===== src/rtl/bp_cfg_boot_sequencer.sv =====
`default_nettype none
// ============================================================================
// Module   : bp_cfg_boot_sequencer
// Brief    : Post-reset sequencer that programs every core's config registers
//            over the I/O command channel, then releases all cores from freeze.
// Revision : 1.0 - initial release
// ============================================================================
module bp_cfg_boot_sequencer #(
    parameter int                       num_core_p        = 1,
    parameter int                       paddr_width_p     = 40,
    parameter int                       data_width_p      = 64,
    parameter int                       vaddr_width_p     = 39,
    parameter logic [paddr_width_p-1:0] cfg_base_addr_p   = 40'h00_0020_0000,
    parameter logic [paddr_width_p-1:0] core_stride_p     = 40'h00_0100_0000,
    parameter int                       max_outstanding_p = 4
) (
    input  logic                     clk_i,
    input  logic                     reset_i,
    input  logic [vaddr_width_p-1:0] boot_pc_i,
    input  logic                     cce_mode_i,
    output logic                     io_cmd_v_o,
    output logic [paddr_width_p-1:0] io_cmd_addr_o,
    output logic [data_width_p-1:0]  io_cmd_data_o,
    input  logic                     io_cmd_ready_i,
    input  logic                     io_resp_v_i,
    output logic                     io_resp_yumi_o,
    output logic                     done_o,
    output logic                     error_o
);

    localparam int C_CREDIT_W = $clog2(max_outstanding_p + 1);
    localparam int C_CORE_W   = (num_core_p > 1) ? $clog2(num_core_p) : 1;

    localparam logic [C_CREDIT_W-1:0] C_MAX_CREDIT = C_CREDIT_W'(max_outstanding_p);
    localparam logic [C_CREDIT_W-1:0] C_CREDIT_ONE = C_CREDIT_W'(1);
    localparam logic [C_CORE_W-1:0]   C_LAST_CORE  = C_CORE_W'(num_core_p - 1);
    localparam logic [C_CORE_W-1:0]   C_CORE_ONE   = C_CORE_W'(1);

    localparam logic [2:0] e_reset    = 3'd0;
    localparam logic [2:0] e_config   = 3'd1;
    localparam logic [2:0] e_unfreeze = 3'd2;
    localparam logic [2:0] e_drain    = 3'd3;
    localparam logic [2:0] e_done     = 3'd4;

    logic [2:0]               state_q,    state_d;
    logic [C_CORE_W-1:0]      core_cnt_q, core_cnt_d;
    logic [1:0]               reg_cnt_q,  reg_cnt_d;
    logic [C_CREDIT_W-1:0]    credit_q,   credit_d;
    logic [vaddr_width_p-1:0] pc_q,       pc_d;
    logic                     mode_q,     mode_d;
    logic                     error_q,    error_d;
    logic [paddr_width_p-1:0] addr_q,     addr_d;
    logic [data_width_p-1:0]  data_q,     data_d;

    logic w_cmd_v;
    logic w_accept;
    logic w_ack_ok;

    function automatic logic [paddr_width_p-1:0] f_addr(
        input logic [C_CORE_W-1:0] core,
        input logic [1:0]          reg_idx
    );
        f_addr = cfg_base_addr_p
               + paddr_width_p'(core) * core_stride_p
               + paddr_width_p'({reg_idx, 3'b000});
    endfunction

    // Register order per core: freeze, core_id, cce_mode, npc
    function automatic logic [data_width_p-1:0] f_data(
        input logic [C_CORE_W-1:0]      core,
        input logic [1:0]               reg_idx,
        input logic                     mode,
        input logic [vaddr_width_p-1:0] pc
    );
        case (reg_idx)
            2'd0:    f_data = data_width_p'(1'b1);
            2'd1:    f_data = data_width_p'(core);
            2'd2:    f_data = data_width_p'(mode);
            default: f_data = data_width_p'(pc);
        endcase
    endfunction

    always_comb begin
        state_d    = state_q;
        core_cnt_d = core_cnt_q;
        reg_cnt_d  = reg_cnt_q;
        pc_d       = pc_q;
        mode_d     = mode_q;

        w_cmd_v  = ((state_q == e_config) || (state_q == e_unfreeze)) && (credit_q < C_MAX_CREDIT);
        w_accept = w_cmd_v && io_cmd_ready_i;
        // An ack with nothing outstanding is only legal if it pairs with a same-cycle accept
        w_ack_ok = io_resp_v_i && ((credit_q != '0) || w_accept);
        error_d  = error_q || (io_resp_v_i && !w_ack_ok);

        case ({w_accept, w_ack_ok})
            2'b10:   credit_d = credit_q + C_CREDIT_ONE;
            2'b01:   credit_d = credit_q - C_CREDIT_ONE;
            default: credit_d = credit_q;
        endcase

        case (state_q)
            e_reset: begin
                pc_d       = boot_pc_i;
                mode_d     = cce_mode_i;
                core_cnt_d = '0;
                reg_cnt_d  = '0;
                state_d    = e_config;
            end
            e_config: begin
                if (w_accept) begin
                    reg_cnt_d = reg_cnt_q + 2'd1;
                    if (reg_cnt_q == 2'd3) begin
                        if (core_cnt_q == C_LAST_CORE) begin
                            core_cnt_d = '0;
                            state_d    = e_unfreeze;
                        end else begin
                            core_cnt_d = core_cnt_q + C_CORE_ONE;
                        end
                    end
                end
            end
            e_unfreeze: begin
                if (w_accept) begin
                    if (core_cnt_q == C_LAST_CORE) begin
                        core_cnt_d = '0;
                        state_d    = e_drain;
                    end else begin
                        core_cnt_d = core_cnt_q + C_CORE_ONE;
                    end
                end
            end
            e_drain: begin
                if (credit_d == '0) begin
                    state_d = e_done;
                end
            end
            e_done:  state_d = e_done;
            default: state_d = e_reset;
        endcase

        // Address/data are decoded from next state so they hold steady under backpressure
        if (state_d == e_config) begin
            addr_d = f_addr(core_cnt_d, reg_cnt_d);
            data_d = f_data(core_cnt_d, reg_cnt_d, mode_d, pc_d);
        end else if (state_d == e_unfreeze) begin
            addr_d = f_addr(core_cnt_d, 2'd0);
            data_d = '0;
        end else begin
            addr_d = '0;
            data_d = '0;
        end
    end

    always_ff @(posedge clk_i or posedge reset_i) begin
        if (reset_i) begin
            state_q    <= e_reset;
            core_cnt_q <= '0;
            reg_cnt_q  <= '0;
            credit_q   <= '0;
            pc_q       <= '0;
            mode_q     <= 1'b0;
            error_q    <= 1'b0;
            addr_q     <= '0;
            data_q     <= '0;
        end else begin
            state_q    <= state_d;
            core_cnt_q <= core_cnt_d;
            reg_cnt_q  <= reg_cnt_d;
            credit_q   <= credit_d;
            pc_q       <= pc_d;
            mode_q     <= mode_d;
            error_q    <= error_d;
            addr_q     <= addr_d;
            data_q     <= data_d;
        end
    end

    assign io_cmd_v_o     = w_cmd_v;
    assign io_cmd_addr_o  = addr_q;
    assign io_cmd_data_o  = data_q;
    assign io_resp_yumi_o = io_resp_v_i;
    assign done_o         = (state_q == e_done);
    assign error_o        = error_q;

endmodule
`default_nettype wire


===== config.mk =====
export PLATFORM = sky130hd
export DESIGN_NAME = bp_cfg_boot_sequencer
export DESIGN_NICKNAME = d
export VERILOG_FILES = /design/src/rtl/bp_cfg_boot_sequencer.sv
export SDC_FILE = /design/constraint.sdc
export NUM_CORES = 1
export LEC_CHECK = 0
export ABC_AREA = 1
export BUFFER_PORTS_ARGS = -buffer_cell sky130_fd_sc_hd__clkbuf_2
export CAP_MARGIN = 10
export CORE_ASPECT_RATIO = 0.9
export CORE_MARGIN = 2
export CORE_UTILIZATION = 40
export DETAILED_ROUTE_END_ITERATION = 8
export GPL_ROUTABILITY_DRIVEN = 0
export HOLD_SLACK_MARGIN = 0.1
export PLACE_DENSITY_LB_ADDON = 0.1
export SLEW_MARGIN = 20
export SYNTH_ARGS = -nofsm -noshare
export SYNTH_HDL_FRONTEND = slang
export SYNTH_SLANG_ARGS = --single-unit

===== constraint.sdc =====
create_clock -name clk_i -period 7 [get_ports clk_i]
set_input_delay 1.4 -clock clk_i [delete_from_list [all_inputs] [get_ports clk_i]]
set_output_delay 1.4 -clock clk_i [all_outputs]
set_load 0.1 [all_outputs]

==> impl_metrics.env <==
export IMPL_clock_fmax_mhz=232
export IMPL_fp_row_count=35
export IMPL_die_y_um=102
export IMPL_first_pass_iters=8
export IMPL_cts_sinks=93
export IMPL_p_leak_nw=2.79
export IMPL_cts_buffers_inserted=9
export IMPL_layout_drive_gt1_share_pct=26.1
export IMPL_cts_hold_buffers_added=0
export IMPL_grt_pass1_wl_um=13400
export IMPL_initial_utilization_pct=41.5
export IMPL_powerDensity_mw_per_mm2=513
export IMPL_drtAntennaViolNets=0
export IMPL_htreeDepth=3
export IMPL_vdd_drop_max_v=0.000223
export IMPL_setup_viol=0
export IMPL_yosysMostFrequentCell="dfrtp_1"
export IMPL_syn2layout_area_growth_pct=14.1
export IMPL_synth_area_leader_cell="dfrtp_1"
export IMPL_postPlaceCellArea_mm2=0.00459
export IMPL_port_buffers=90
export IMPL_yosysUniqueCellTypes=31
export IMPL_slew_headroom_pct=30.7
export IMPL_worstPathMaxFanout=39
export IMPL_power_total_w=0.00251
export IMPL_clkTransAtPathRegs_ps=70
export IMPL_nets=590
export IMPL_synthArstFlopShare_pct=100
export IMPL_detail_route_drc_violations=8
export IMPL_grt_overflow=0
export IMPL_synth_edff_count=0
export IMPL_critPathBufInv=2
export IMPL_slowest_delay_ps=800
export IMPL_num_vias=2910
export IMPL_grt_max_degree=60
export IMPL_grt_total_usage_pct=14.8
export IMPL_cts_max_path_buffers=2
export IMPL_syn_avg_cell_area_um2=9.37
export IMPL_drv_cap=0
export IMPL_timing_final_crit_share_pct=61.5
export IMPL_crit_chain="nor2_4 > nand2_2 > nand2_2 > nand3_4 > nand4_1 > inv_1 > nor2_1 > ha_1 > fa_1 > nand2_1 > o21ai_0 > nor2_1 > nand2_1 > nand2_1 > nand3_2 > inv_2 > nand2_2 > nor2_1"
export IMPL_synth_main_ff_cell="dfrtp_1"
export IMPL_yosysSeqAreaShare_pct=54.2
export IMPL_hp_class="flip-flop to flip-flop"
export IMPL_synth_seq_cells=93
export IMPL_min_period_ps=4300
export IMPL_cp_required_ps=7230
export IMPL_synth_top_area_share_pct=54.2
export IMPL_drt_iter0_markers=189
export IMPL_grt_pass1_vias=2745
export IMPL_wl_per_cell_um=12.3
export IMPL_die_area_mm2=0.0116
export IMPL_status="finished, violations left"
export IMPL_cts_resized=0
export IMPL_tritoncts="done"
export IMPL_die_w_um=113
export IMPL_syn_inst=458
export IMPL_coreArea_mm2=0.0103
export IMPL_clk_latency_ps=330
export IMPL_antenna_found_initial=0
export IMPL_hold_viol=0
export IMPL_ios=152
export IMPL_violations="design-rule violations"
export IMPL_cp_start_kind="flip-flop"
export IMPL_crit_arrival_ps=4540
export IMPL_end_kind="flip-flop"
export IMPL_finClkSkew_ps=5.47
export IMPL_syn_area_mm2=0.00429
export IMPL_slew_violations=0
export IMPL_crit_type="flip-flop to flip-flop"
export IMPL_hpwl_um=5440
export IMPL_critPathSlowestCell="nor2_4"
export IMPL_fin_area_mm2=0.00490
export IMPL_critical_path_top_delay_family="simple AND/OR/NAND/NOR gates"
export IMPL_drt_total_wl_um=8320
export IMPL_layoutNonFillerInstCount=677
export IMPL_worst_pin_slew_ps=1040
export IMPL_clock_root_buffer="clkbuf_16"
export IMPL_dpl_cell_count=661
export IMPL_viasPerCell=4.30
export IMPL_netlist_top_cells_area="dfrtp_1 (54%), buf_4 (11%), inv_1 (5.9%), nand2_1 (5.4%), and2_1 (5.1%)"
export IMPL_post_synth_most_frequent_cells="dfrtp_1 (93), inv_1 (68), buf_4 (62), nand2_1 (62), nand3_1 (40)"
export IMPL_final_setup_tns_ps=0
export IMPL_post_cts_repair_setup_buffers=0
export IMPL_rsz0062_at_grt="no"
export IMPL_antenna_cells=0
export IMPL_yosys_warnings=0
state kept, by name, summed over array words and instances (netlist names):
register / count
core_cnt_q: 1
credit_q: 3
error_o: 1
io_cmd_addr_o: 4
io_cmd_data_o: 39
mode_q: 1
pc_q: 39
reg_cnt_q: 2
state_q: 3
worst reg2reg max path, cell delays in order (launching register included):
cell,delay (ps)
dfrtp_1,440
nor2_4,800
nand2_2,220
nand2_2,190
nand3_4,120
nand4_1,120
inv_1,50
nor2_1,80
ha_1,210
fa_1,420
nand2_1,70
o21ai_0,90
nor2_1,160
nand2_1,90
nand2_1,90
nand3_2,130
inv_2,90
nand2_2,530
nor2_1,340
kinds of logic after synthesis:
| logic type | share of synthesized area (%) |
|---|---|
| AOI/OAI and AO/OA | 2.04 |
| xor gates and xnor gates | 0.408 |
| adders and majority gates | 1.05 |
| buffers and inverters | 19.1 |
| DFF | 54.2 |
| muxes | 0.262 |
| other | 0.0874 |
| and+or+nand+nor | 22.9 |
through the flow:
stage / util [%] / hold WS, ps / setup WS [ps]
floorplan: - / 471 / 3040
CTS: 47.4 / 491 / 2630
global placement: 44.5 / 486 / 2820
finish: 47.4 / 485 / 2700
detailed placement: 44.5 / 477 / 2620
global route: 47.4 / 510 / 2160
power by group:
group / internal (W) / switching (W)
Combinational: 0.000258 / 0.000988
Sequential: 0.000719 / 0.0000612
Clock: 0.000287 / 0.000199
cell type report:
cell class                      instances  area (um^2)
Fill cell                            1031         5440
Sequential cell                        93         2330
Multi-Input combinational cell        276         1370
Timing Repair Buffer                   92          465
Inverter                               71          268
Clock buffer                           11          243
Tap cell                              129          161
Clock inverter                          5         60.1
placed cells by master, fill, tap and decap left out, drive strengths merged, types with 3 or more instances in the layout:
cell type and n:
clkinvlp 4, and2 35, o21ai 7, a21oi 3, nand4 3, nand2 65, clkbuf 101, nor2 46
nand3 45, conb 61, inv 70, dfrtp 93
path summary, 6_finish.rpt:
kind / startpoint / to / slack [ps] / cells after the start
max: state_q[1] / io_cmd_data_o[9] / 2700 / 18
min: error_o / error_o / 480 / 1
max reg2reg: state_q[1] / io_cmd_data_o[9] / 2700 / 18
min reg2reg: error_o / error_o / 480 / 1
max in group asynchronous: reset_i / io_cmd_data_o[28] / 4730 / 3
min in group asynchronous: reset_i / io_cmd_data_o[15] / 1100 / 2
metal layers:
layer | up-vias | GRT usage [%] | wire length (um)
li1 | 1424 | - | -
met1 | 1380 | 20.9 | 3980
met2 | 98 | 23.1 | 3730
met3 | 8 | 2.79 | 504
met4 | 0 | 5.35 | 105
met5 | - | 0 | 0
Power figures use the tool's default switching activity.
